## config.mk

```make
export PLATFORM = sky130hd
export DESIGN_NAME = pop_sequencer
export DESIGN_NICKNAME = d
export VERILOG_FILES = /design/src/rtl/pop_pkg.sv /design/src/rtl/pop_phase_timer.sv /design/src/rtl/pop_sequencer.sv
export SDC_FILE = /design/constraint.sdc
export NUM_CORES = 1
export LEC_CHECK = 0
export CAP_MARGIN = 10
export CORE_ASPECT_RATIO = 0.6
export CORE_MARGIN = 4
export CORE_UTILIZATION = 62
export DETAILED_ROUTE_END_ITERATION = 6
export PLACE_DENSITY = 0.81
export SETUP_SLACK_MARGIN = 0.4
export SKIP_LAST_GASP = 1
export SYNTH_ARGS = -nofsm -noshare
export SYNTH_HDL_FRONTEND = slang
export SYNTH_SLANG_ARGS = --single-unit
```

## constraint.sdc

```tcl
create_clock -name clk -period 4 [get_ports clk]
set_input_delay 1.2 -clock clk [delete_from_list [all_inputs] [get_ports clk]]
set_output_delay 1.2 -clock clk [all_outputs]
set_load 0.005 [all_outputs]
```

## src/rtl/pop_pkg.sv

```systemverilog
// Shared types and constants for the pulsed-optical-pumping sequencer:
// FSM states, configuration register map and power-on phase lengths.
package pop_pkg;

  typedef enum logic [3:0] {
    ST_IDLE,
    ST_PUMP,
    ST_GAP1,
    ST_MW1,
    ST_FREE,
    ST_MW2,
    ST_GAP2,
    ST_PROBE,
    ST_GAP3
  } pop_state_e;

  localparam logic [2:0] ADDR_PUMP    = 3'd0;
  localparam logic [2:0] ADDR_PI2     = 3'd1;
  localparam logic [2:0] ADDR_FREE    = 3'd2;
  localparam logic [2:0] ADDR_PROBE   = 3'd3;
  localparam logic [2:0] ADDR_SDELAY  = 3'd4;
  localparam logic [2:0] ADDR_SLEN    = 3'd5;
  localparam logic [2:0] ADDR_GAP     = 3'd6;
  localparam logic [2:0] ADDR_UNUSED  = 3'd7;

  localparam int unsigned DEF_PUMP    = 1000;
  localparam int unsigned DEF_PI2     = 1000;
  localparam int unsigned DEF_FREE    = 7500;
  localparam int unsigned DEF_PROBE   = 375;
  localparam int unsigned DEF_SDELAY  = 0;
  localparam int unsigned DEF_SLEN    = 125;
  localparam int unsigned DEF_GAP     = 125;

endpackage

```

## src/rtl/pop_phase_timer.sv

```systemverilog
// Loadable down counter shared by every sequencer phase; zero_o marks the
// final cycle of the phase being timed.
module pop_phase_timer #(
  parameter int WIDTH = 16
) (
  input  logic             clk,
  input  logic             reset,
  input  logic             load_i,
  input  logic             en_i,
  input  logic [WIDTH-1:0] load_val_i,
  output logic [WIDTH-1:0] count_o,
  output logic             zero_o
);

  logic [WIDTH-1:0] cnt_q;

  // Load has priority over counting; the counter parks at zero.
  always_ff @(posedge clk) begin
    if (reset) begin
      cnt_q <= '0;
    end else if (load_i) begin
      cnt_q <= load_val_i;
    end else if (en_i && (cnt_q != '0)) begin
      cnt_q <= cnt_q - WIDTH'(1);
    end else begin
      cnt_q <= cnt_q;
    end
  end

  assign count_o = cnt_q;
  assign zero_o  = (cnt_q == '0);

endmodule

```

## src/rtl/pop_sequencer.sv

```systemverilog
// POP experiment sequencer: pump -> pi/2 -> free precession -> pi/2 -> probe,
// with run-time phase lengths, repeat count, graceful stop and status pulses.
module pop_sequencer
  import pop_pkg::*;
#(
  parameter int WIDTH = 16,
  parameter int REP_W = 16
) (
  input  logic             clk,
  input  logic             reset,
  input  logic             start,
  input  logic             stop,
  input  logic [REP_W-1:0] repeat_count,
  input  logic             cfg_we,
  input  logic [2:0]       cfg_addr,
  input  logic [WIDTH-1:0] cfg_data,
  output logic             pump,
  output logic             mw,
  output logic             probe,
  output logic             sample,
  output logic             busy,
  output logic             seq_done,
  output logic             done
);

  localparam logic [WIDTH-1:0] CFG_DEF [7] = '{
    WIDTH'(DEF_PUMP), WIDTH'(DEF_PI2), WIDTH'(DEF_FREE), WIDTH'(DEF_PROBE),
    WIDTH'(DEF_SDELAY), WIDTH'(DEF_SLEN), WIDTH'(DEF_GAP)
  };

  // A programmed length of zero still occupies one cycle.
  function automatic logic [WIDTH-1:0] len_m1(input logic [WIDTH-1:0] len);
    return (len == '0) ? '0 : len - WIDTH'(1);
  endfunction

  pop_state_e       state_q, nxt_state_s;
  logic [WIDTH-1:0] shadow_q [7];
  logic [WIDTH-1:0] act_q [7];
  logic [WIDTH-1:0] k_q, k_nxt_s;
  logic [REP_W-1:0] rep_q, rep_tgt_q;
  logic             stop_pend_q;
  logic             pump_q, mw_q, probe_q, sample_q, busy_q, seq_done_q, done_q;

  logic [WIDTH-1:0] nxt_len_s, load_val_s, tmr_cnt_s, tmr_nxt_s;
  logic             tmr_zero_s, load_s, start_s, phase_end_s, end_run_s;
  logic             sample_d, seq_done_d, done_d;
  logic [WIDTH:0]   win_end_s;

  pop_phase_timer #(.WIDTH(WIDTH)) u_timer (
    .clk        (clk),
    .reset      (reset),
    .load_i     (load_s),
    .en_i       (state_q != ST_IDLE),
    .load_val_i (load_val_s),
    .count_o    (tmr_cnt_s),
    .zero_o     (tmr_zero_s)
  );

  assign start_s     = (state_q == ST_IDLE) && start;
  assign phase_end_s = (state_q != ST_IDLE) && tmr_zero_s;
  assign load_s      = start_s || phase_end_s;
  assign load_val_s  = len_m1(nxt_len_s);
  assign tmr_nxt_s   = load_s ? load_val_s : (tmr_cnt_s - WIDTH'(1));
  // The counter has not yet absorbed the seq_done of the current cycle.
  assign end_run_s   = stop_pend_q || stop ||
                       ((rep_tgt_q != '0) &&
                        (({1'b0, rep_q} + (REP_W+1)'(1)) == {1'b0, rep_tgt_q}));

  // Next phase and the length that the shared timer must load on entry.
  always_comb begin
    nxt_state_s = state_q;
    nxt_len_s   = shadow_q[ADDR_PUMP];
    case (state_q)
      ST_IDLE:  nxt_state_s = start ? ST_PUMP : ST_IDLE;
      ST_PUMP:  begin nxt_state_s = phase_end_s ? ST_GAP1 : ST_PUMP;  nxt_len_s = act_q[ADDR_GAP];   end
      ST_GAP1:  begin nxt_state_s = phase_end_s ? ST_MW1 : ST_GAP1;   nxt_len_s = act_q[ADDR_PI2];   end
      ST_MW1:   begin nxt_state_s = phase_end_s ? ST_FREE : ST_MW1;   nxt_len_s = act_q[ADDR_FREE];  end
      ST_FREE:  begin nxt_state_s = phase_end_s ? ST_MW2 : ST_FREE;   nxt_len_s = act_q[ADDR_PI2];   end
      ST_MW2:   begin nxt_state_s = phase_end_s ? ST_GAP2 : ST_MW2;   nxt_len_s = act_q[ADDR_GAP];   end
      ST_GAP2:  begin nxt_state_s = phase_end_s ? ST_PROBE : ST_GAP2; nxt_len_s = act_q[ADDR_PROBE]; end
      ST_PROBE: begin nxt_state_s = phase_end_s ? ST_GAP3 : ST_PROBE; nxt_len_s = act_q[ADDR_GAP];   end
      ST_GAP3:  nxt_state_s = !phase_end_s ? ST_GAP3 : (end_run_s ? ST_IDLE : ST_PUMP);
      default:  nxt_state_s = ST_IDLE;
    endcase
  end

  // Probe-relative index and the registered-output look-ahead terms.
  always_comb begin
    k_nxt_s    = (state_q == ST_PROBE) ? (k_q + WIDTH'(1)) : '0;
    win_end_s  = {1'b0, act_q[ADDR_SDELAY]} + {1'b0, act_q[ADDR_SLEN]};
    sample_d   = (nxt_state_s == ST_PROBE) &&
                 (k_nxt_s >= act_q[ADDR_SDELAY]) &&
                 ({1'b0, k_nxt_s} < win_end_s) &&
                 (k_nxt_s < act_q[ADDR_PROBE]);
    seq_done_d = (nxt_state_s == ST_GAP3) && (tmr_nxt_s == '0);
    done_d     = (state_q == ST_GAP3) && phase_end_s && end_run_s;
  end

  // State, configuration copies, run bookkeeping and registered gates.
  always_ff @(posedge clk) begin
    if (reset) begin
      state_q     <= ST_IDLE;
      shadow_q    <= CFG_DEF;
      act_q       <= CFG_DEF;
      k_q         <= '0;
      rep_q       <= '0;
      rep_tgt_q   <= '0;
      stop_pend_q <= 1'b0;
      pump_q      <= 1'b0;
      mw_q        <= 1'b0;
      probe_q     <= 1'b0;
      sample_q    <= 1'b0;
      busy_q      <= 1'b0;
      seq_done_q  <= 1'b0;
      done_q      <= 1'b0;
    end else begin
      state_q <= nxt_state_s;
      k_q     <= k_nxt_s;
      if (cfg_we && (cfg_addr != ADDR_UNUSED)) begin
        shadow_q[cfg_addr] <= cfg_data;
      end
      // The active copy sees the shadow value from before this edge's write.
      if (load_s && (nxt_state_s == ST_PUMP)) begin
        act_q <= shadow_q;
      end
      if (start_s) begin
        rep_q     <= '0;
        rep_tgt_q <= repeat_count;
      end else if (seq_done_q) begin
        rep_q <= rep_q + REP_W'(1);
      end
      if (nxt_state_s == ST_IDLE) begin
        stop_pend_q <= 1'b0;
      end else if (stop && (state_q != ST_IDLE)) begin
        stop_pend_q <= 1'b1;
      end
      pump_q     <= (nxt_state_s == ST_PUMP);
      mw_q       <= (nxt_state_s == ST_MW1) || (nxt_state_s == ST_MW2);
      probe_q    <= (nxt_state_s == ST_PROBE);
      sample_q   <= sample_d;
      busy_q     <= (nxt_state_s != ST_IDLE);
      seq_done_q <= seq_done_d;
      done_q     <= done_d;
    end
  end

  assign pump     = pump_q;
  assign mw       = mw_q;
  assign probe    = probe_q;
  assign sample   = sample_q;
  assign busy     = busy_q;
  assign seq_done = seq_done_q;
  assign done     = done_q;

endmodule

```

==> results of run 1 <==
==> cell usage in the layout (no fill, tap or decap), types with 18 or more instances in the layout <==
master and n:
dfxtp_1 281, xor2_1 40, buf_4 39, nand2_1 346, o21ai_0 25, inv_1 53
clkdlybuf4s50_1 45, nor3_1 47, xnor2_1 47, clkbuf_16 27, nand3_1 65, ha_1 66
a21oi_1 126, mux2i_1 92, a31oi_1 18, nor2_1 162
==> stage by stage <==
step	worst slack [ps]	total power, mW	cells
after floorplan	721	3.48	1713
after global placement	376	3.70	2011
after detailed placement	317	3.71	2011
after CTS	404	6.39	2059
after global routing	372	6.61	2064
final	480	6.41	2064
==> layout make-up <==
class,instances,area (um2)
Sequential cell,284,5690
Timing Repair Buffer,89,835
Multi-Input combinational cell,1279,7900
Inverter,56,218
Tap cell,308,385
Clock buffer,37,763
Fill cell,1750,6220
Clock inverter,11,163
==> sequential cells by signal, summed over array words and instances (netlist names) <==
| name | flops |
|---|---|
| busy | 1 |
| seq_done | 1 |
| pump | 1 |
| probe | 1 |
| shadow_q | 112 |
| rep_q | 16 |
| mw | 1 |
| k_q | 16 |
| sample | 1 |
| state_q | 4 |
| done | 1 |
| rep_tgt_q | 16 |
| u_timer.count_o | 16 |
| stop_pend_q | 1 |
| act_q | 96 |
==> kinds of logic after synthesis <==
group | count (synthesis) | share of synthesized area
and+or+nand+nor | 740 | 0.235
AOI/OAI and AO/OA | 291 | 0.134
muxes | 92 | 0.0655
DFF | 284 | 0.404
buffers and inverters | 150 | 0.0444
xor gates and xnor gates | 88 | 0.0561
adders and majority gates | 68 | 0.0610
==> routing by layer <==
metal	vias up	share of wire	routed length, um
met5	-	0	0
met3	81	0.11	4110
met1	5943	0.44	17200
li1	5959	-	-
met4	0	0.025	965
met2	549	0.43	16800
==> worst max-delay path, cell delays in order, from the launching register on <==
cell,delay (ps)
dfxtp_2,380
buf_4,190
nor3_4,280
nor2_1,70
buf_4,230
o22ai_1,280
buf_4,190
nand4_1,160
nand3b_1,230
or4b_4,620
nand2b_1,260
a2111oi_4,360
o2111a_1,220
==> power breakdown <==
group | switching, mW | internal [mW] | leakage [nW]
clock network | 1.13 | 1.59 | 0.459
registers | 0.0693 | 2.90 | 2.31
logic | 0.435 | 0.282 | 3.55
total | 1.63 | 4.78 | 6.31
==> timing repair <==
| item | 4_1_cts | 5_1_grt |
|---|---|---|
| setup endpoints to repair | 2 | 13 |
| setup buffers | 0 | 5 |
| endpoints found under the hold margin | 0 | 0 |
| pin swaps | 1 | 6 |
| resized for setup | 3 | 34 |
==> final timing paths <==
| check | start | to | slack, ps |
|---|---|---|---|
| min | shadow_q[57] | shadow_q[57] | 450 |
| max | state_q[2] | seq_done | 480 |
| max reg2reg | state_q[2] | seq_done | 480 |
| min reg2reg | shadow_q[57] | shadow_q[57] | 450 |
==> impl_metrics.json, run 1 <==
{
  "overall_routing_resource_usage": 0.298,
  "max_freq_ghz": 0.284,
  "synth.lib_cells_used.distinct": 70,
  "worst_skew_pair.late_latency_ps": 570,
  "tritoncts": "built",
  "globalRouteMet2Util": 0.445,
  "placement.io_buffers": 46,
  "layout.cell_area.non_filler_um2": 16000,
  "syn_inst_count": 1713,
  "placementRows": 42,
  "drt-vias-per-instance": 6.07,
  "p_leak_nw": 6.31,
  "finalWorstPathRequiredPeriod_ps": 3520,
  "hold_buffers": 0,
  "synth_fp_nets": 1821,
  "dieArea_um2": 25200,
  "num_vias": 12500,
  "synthArstFlopShare": 0,
  "critical_path_class": "reg -> reg",
  "post_synthesis_cell_area_um2": 14100,
  "drt_first_pass_iters": 5,
  "global_route.usage.met1": 0.425,
  "rr_worst_depth": 12,
  "grt_most_used_layer": "met2",
  "p_r_area_growth_vs_syn_pct": 13.5,
  "post_dp_cell_area_um2": 14800,
  "worst_setup_hold_path_clk_slew_ps": 70,
  "cp.required_ps": 4500,
  "fp.dieW_um": 202,
  "tritoncts.num_buffers": 27,
  "place_congestion": 1.03,
  "max_cap_viol_count": 0,
  "die_height_um": 125,
  "fin_util": 0.719,
  "yosys_register_bits": 284,
  "hp-class": "reg -> reg",
  "hold_depth": 2,
  "grt_pass1_wl_mm": 61.7,
  "layout_worst_path_cycle_share": 0.880,
  "clock_sinks": 284,
  "final_hold_viol_count": 0,
  "nNetsFinal": 1845,
  "routed_wirelength_mm": 39.1,
  "timing.hold.ws_ps": 454,
  "floorplan.io_pins": 47,
  "timing_max_transition_violations_final": 0,
  "drc": 0,
  "grt_start_max_net_pins": 122,
  "peakVddDrop_mv": 0.447,
  "initial_antenna_violation_count": 0,
  "synth_top_cell_by_area": "dfxtp_1",
  "placeableCoreArea_um2": 22200,
  "post_drt_wl_per_cell_um": 19.0,
  "synth_seq_area_share": 0.404,
  "clock-root-buffer": "clkbuf_16",
  "synth-edff-count": 0,
  "postRouteAntennaNets": 0,
  "ys_top_cells_by_area": "dfxtp_1 (40%), nand2_1 (9.3%), mux2i_1 (6.5%), ha_1 (6.0%), a21oi_1 (4.6%)",
  "antenna_cells": 0,
  "yosys.cell_count.top_type": "nand2_1",
  "final_layout_size_suffix_gt1_frac": 0.0774,
  "synth_commonest_cells": "nand2_1 (347), dfxtp_1 (284), nor2_1 (163)",
  "run_status": "finished clean",
  "met3_usage": 0.0895,
  "start_kind": "flip-flop",
  "max_slew_margin": 0.414,
  "grt_pass1_vias": 11500,
  "worst_case_clock_skew_ps": 28.8,
  "yosys_warnings": 0,
  "remaining_global_route_overflow": 0,
  "total_power_density_per_cell_area_nw_per_um2": 402,
  "avgSynthCellArea_um2": 8.21,
  "drtIter0Drc": 1251,
  "setup_viol_count_final": 0,
  "tightest_slew_ps": 876,
  "depth_of_the_cts_h_tree": 1,
  "synthDominantCellAreaShare": 0.404,
  "cp_data_arrival_time_ps": 4020,
  "ys_dominant_reg_cell": "dfxtp_1",
  "start_util": 0.634,
  "unrepaired_setup_endpoints_after_global_routing": "true",
  "setup.worst_path.end_class": "flip-flop",
  "detailedPlacementHpwl_mm": 27.4,
  "totalNegativeSetupSlack_ps": 0,
  "critical_path_peak_fanout": 19,
  "cts-root-to-sink-buffers": 3
}
Power figures use the tool's default switching activity.
==> inputs of run 2 (changes only) <==
SLEW_MARGIN = 15   (was default)
==> results of run 2 <==
The final DEF is identical to that of run 1; final timing and power are the same.
==> variant 1 (settings of run 2) <==
Add an input register stage for `cfg_addr`, without a reset; this delays it by one clock. The other inputs are not delayed to match.
--- a/src/rtl/pop_sequencer.sv
+++ b/src/rtl/pop_sequencer.sv
@@ -28,4 +28,10 @@
     WIDTH'(DEF_SDELAY), WIDTH'(DEF_SLEN), WIDTH'(DEF_GAP)
   };
+
+  logic [2:0] cfg_addr_q;
+
+  always_ff @(posedge clk) begin
+    cfg_addr_q <= cfg_addr;
+  end
 
   // A programmed length of zero still occupies one cycle.
@@ -117,6 +123,6 @@
       state_q <= nxt_state_s;
       k_q     <= k_nxt_s;
-      if (cfg_we && (cfg_addr != ADDR_UNUSED)) begin
-        shadow_q[cfg_addr] <= cfg_data;
+      if (cfg_we && (cfg_addr_q != ADDR_UNUSED)) begin
+        shadow_q[cfg_addr_q] <= cfg_data;
       end
       // The active copy sees the shadow value from before this edge's write.
Behaviour: not the same (Yosys sat finds a counterexample within 4 cycles, from zero or initial values and one cycle with reset high).
==> variant 1 against run 2 <==
- wire length grew 0.48%
- sequential share of layout area fell by 0.31 points
- final area increased by 2.0%
- synthesized area grew 1.6%
- setup slack worse by 0.15 ns
- sequential power increased by 1%
- total power grew 1.0%
- sequential cell count increased by 3
- first-iteration DRC count up 9.0%
- critical path type unchanged
- largest cell class unchanged
==> variant 1: results (changes against run 2) <==
Hold Crit Depth 2 (unchanged); HP Start shadow_q[111] (was shadow_q[57]); Clock Pin Slew Worst Setup and Hold Paths 0.07 ns (about the same); initial antenna violation count 2 (was 0); vias in the first global route 11900 (was 11500); Worst Hold Margin 0.455 ns (was 0.454 ns); clk_lat worst skew 0.54 ns (was 0.57 ns); Max stage delay on crit path 0.53 ns (was 0.62 ns); HP Class flop to flop (unchanged); Static Leak 6.32 nW (was 6.31 nW); clock skew 0.0135 ns (was 0.0288 ns); Critical Path Fanout Max 9 (was 19); Area contributors post-synth dfxtp_1 (40%), nand2_1 (8.3%), ha_1 (5.9%), nor2_1 (5.3%), a21oi_1 (5.0%) (was dfxtp_1 (40%), nand2_1 (9.3%), mux2i_1 (6.5%), ha_1 (6.0%), a21oi_1 (4.6%)); Net Sw Frac 0.249 (was 0.255); Filler cells 1731 (was 1750); Worst R2R Path Depth 13 (was 12); Synth Area in Adders 0.0601 (was 0.0610); worst r2r dst seq_done (unchanged); Max IR drop VDD 0.316 mV (was 0.447 mV); most frequent cells after synthesis nand2_1 (316), dfxtp_1 (287), nor2_1 (201) (was nand2_1 (347), dfxtp_1 (284), nor2_1 (163)); ant diodes 0 (unchanged); WHS Endpoint shadow_q[111] (was shadow_q[57]); WP data arrival 4.13 ns (was 4.02 ns); DP HPWL 27200 microns (was 27400 microns); fraction of layout instances using a drive strength above 1 0.0863 (was 0.0774); dpl cells 2029 (was 2011); CTS root buffer clkbuf_16 (unchanged); worst reg-to-reg setup slack 0.33 ns (was 0.48 ns); Nets 1873 (was 1845); final cell count without fillers 2092 (was 2064); status completed (unchanged); via count 12600 (was 12500); first-pass GRT wire length 61900 microns (was 61700 microns); Compound-Gate Fraction of Synth Area 0.133 (was 0.134); sequential-to-total area share from yosys stat 0.402 (was 0.404); Synth Warn # 0 (unchanged); TritonCTS Buffers 26 (was 27); cell count after synthesis 1739 (was 1713); Cell variety after synth 79 (was 70); mux contribution to synthesized area 0.0477 (was 0.0655); Tot GR Track Use 0.294 (was 0.298); PortBufs 46 (unchanged); Slowest cell on crit path o22ai_1 (was or4b_4); 1st-pass router iterations 5 (unchanged); syn nets 1847 (was 1821); reg2reg start state_q[1] (was state_q[2]); Slew @ Worst Pin 1.12 ns (was 0.876 ns); Iter 0 DRT Violations 1363 (was 1251); final WL 39300 microns (was 39100 microns); Synth Area in XOR/XNOR 0.0582 (was 0.0561); Placer Congestion 0.993 (was 1.03); largest net degree at the start of global routing 256 (was 122); biggest regs shadow_q x112, act_q x96 (unchanged)
==> variant 1: cell types whose count changed after synthesis, sizes merged, moves of 14 or more <==
cell and delta:
mux2i -25, nand3 -36, nand2 -30, nor3 +19, nand3b +37, a21oi +14, nor2 +39
==> variant 1: cell families after synthesis <==
logic type | after synthesis
flip-flops | 287
AND/OR/NAND/NOR | 775
multiplexers | 68
buffers and inverters | 150
adder cells (fa/ha/maj) | 68
XOR/XNOR | 95
AO/OA/AOI/OAI | 296
==> variant 1: worst max-delay path by stage <==
stage | endpoint | slack, ns | from
floorplan | seq_done | 0.39 | state_q[1]
global placement | sample | 0.18 | act_q[16]
detailed placement | sample | 0.13 | act_q[32]
CTS | sample | 0.38 | act_q[32]
global route | sample | 0.23 | act_q[33]
finish | seq_done | 0.33 | state_q[1]
==> variant 1: layout make-up <==
| class | instances | area [sq um] | share of cell area |
|---|---|---|---|
| clock inverter | 8 | 140 | 0.00861 |
| clock buffer | 39 | 791 | 0.0486 |
| tap | 308 | 385 | 0.0237 |
| timing repair buffer | 99 | 953 | 0.0586 |
| sequential | 287 | 5760 | 0.354 |
| multi-input combinational | 1303 | 8070 | 0.496 |
| inverter | 48 | 184 | 0.0113 |
==> variant 1: stage by stage <==
stage                     setup slack, ns  instance area (sq um)
final                               0.326                  16300
after global routing                0.231                  16300
after CTS                           0.385                  16000
after detailed placement            0.127                  15000
after global placement              0.177                  15000
after floorplan                     0.392                  14300
==> variant 1: worst max-delay path: cells and delay by family, from the launching register on <==
family                 cells  cell delay [ns]
AND/OR/NAND/NOR            6             1.69
flip-flops                 1             0.42
buffers and inverters      4             0.65
AO/OA/AOI/OAI              3             0.83
==> variant 1: power groups by stage <==
stage               registers [mW]  logic [mW]  clock network (mW)
finish                        3.01       0.761                2.70
global route                  3.02       0.822                2.85
CTS                           3.01       0.719                2.73
detailed placement            3.07       0.708                   0
global placement              3.07       0.697                   0
floorplan                     3.05       0.495                   0
==> variant 1: metal layers <==
layer / track usage / part of all wire
met5: 0 / 0.00033
met4: 0.0638 / 0.024
met3: 0.0758 / 0.099
met2: 0.438 / 0.43
met1: 0.430 / 0.45
==> variant 1: repair_timing <==
| item | 4_1_cts | 5_1_grt |
|---|---|---|
| buffers inserted | 0 | 14 |
| cloned | 0 | 2 |
| pin swaps | 3 | 15 |
| gates resized for setup | 12 | 24 |
| endpoints found under the setup margin | 8 | 90 |
| endpoints found under the hold margin | 0 | 0 |
==> variant 2 (config.mk and constraints of run 2) <==
Made on the original files. The parameter `REP_W` goes from 16 to 20.
--- a/src/rtl/pop_sequencer.sv
+++ b/src/rtl/pop_sequencer.sv
@@ -5,5 +5,5 @@
 #(
   parameter int WIDTH = 16,
-  parameter int REP_W = 16
+  parameter int REP_W = 20
 ) (
   input  logic             clk,
Interface: changed (resized repeat_count); port bits go from 47 to 51. The function was not compared with the original's and may differ.
==> variant 2 against run 2 <==
- setup slack about the same
- wire length is 7.9% higher
- critical endpoint is now sample
- final area increased by 4.0%
- critical path depth up 3
- count of clock-buffer cells in the layout is 3 lower
- synthesized area is 4.5% higher
- sequential share of layout area decreased by 0.40 points
- synthesized cell count is 4.7% higher
- critical path type unchanged
- sequential cell count increased by 8
- global-route usage up 0.74 points
- die area grew 4.2%
- total power rose by 2.8%
- largest cell class unchanged
==> variant 2: results (changes against run 2) <==
Tot GR Track Use 0.306 (was 0.298); Worst setup startpoint act_q[33] (was state_q[2]); Max Used Layer met5 (was met4); pre-CTS WS 0.0558 ns (was 0.317 ns); Compound-Gate Fraction of Synth Area 0.141 (was 0.134); 1st-pass router iterations 6 (was 5); Synth Area in XOR/XNOR 0.0583 (was 0.0561); Max stage delay on crit path 0.42 ns (was 0.62 ns); met2 usage 0.397 (was 0.445); routing usage on met1 0.494 (was 0.425); Avg Synthesized Cell Area 8.19 sq um (was 8.21 sq um); met2 wire length 16400 microns (was 16800 microns); initial antenna violation count 2 (was 0); Static Leak 6.34 nW (was 6.31 nW); via count 13100 (was 12500); status completed (unchanged); most frequent cells after synthesis nand2_1 (326), dfxtp_1 (292), nor2_1 (192) (was nand2_1 (347), dfxtp_1 (284), nor2_1 (163)); Slowest cell on crit path dfxtp_1 (was or4b_4); dpl cells 2091 (was 2011); HP Start shadow_q[108] (was shadow_q[57]); PortBufs 50 (was 46); Placer Congestion 0.951 (was 1.03); fraction of layout instances using a drive strength above 1 0.0811 (was 0.0774); mux contribution to synthesized area 0.0456 (was 0.0655); DP HPWL 29000 microns (was 27400 microns); wire length on met3 4860 microns (was 4110 microns); first-pass GRT wire length 64100 microns (was 61700 microns); Max IR drop VDD 0.324 mV (was 0.447 mV)
## variant 2: cell count changes after synthesis, sizes merged, moves of 20 or more
cell | run 2 | this run
nand3 | 65 | 33
a21oi | 129 | 150
nor2 | 163 | 192
mux2i | 92 | 67
nand3b | 2 | 40
nand2 | 347 | 327
## variant 2: worst paths after layout
| path | endpoint | slack (ns) | cells after the start |
|---|---|---|---|
| setup reg to reg | sample | 0.48 | 15 |
| hold reg to reg | shadow_q[108] | 0.45 | 2 |
| setup / recovery | sample | 0.48 | 15 |
| hold / removal | shadow_q[108] | 0.45 | 2 |
## variant 2: power groups by stage
stage,logic [mW],registers (mW),clock network (mW)
6_report,0.957,3.08,2.54
3_5_place_dp,0.898,3.14,0
2_1_floorplan,0.627,3.12,0
4_1_cts,0.907,3.08,2.55
5_1_grt,1.03,3.09,2.68
3_3_place_gp,0.887,3.14,0
## variant 2: worst max-delay path, delay by kind of cell (launching register included)
| family | cells | cell delay (ns) |
|---|---|---|
| AOI/OAI and AO/OA | 6 | 1.41 |
| and+or+nand+nor | 6 | 0.91 |
| adders and majority gates | 2 | 0.52 |
| DFF | 1 | 0.42 |
| xor gates and xnor gates | 1 | 0.18 |
## variant 2: cell type report
cell class                      instances  area (sq um)
Inverter                               49           186
Multi-Input combinational cell       1345          8350
Fill cell                            1869          6600
Tap cell                              315           394
Clock inverter                         16           124
Timing Repair Buffer                  102           957
Sequential cell                       292          5850
Clock buffer                           34           732
## variant 2: timing repair
action	CTS	global route
pin swaps	4	18
buffers inserted	1	10
resized for setup	11	32
gates cloned	0	1
setup endpoints to repair	1	89
hold buffers	0	0
## variant 2: through the flow
step	power, mW	hold slack [ns]
floorplan	3.75	0.432
global placement	4.03	0.438
detailed placement	4.04	0.446
CTS	6.53	0.456
global route	6.80	0.477
finish	6.58	0.455
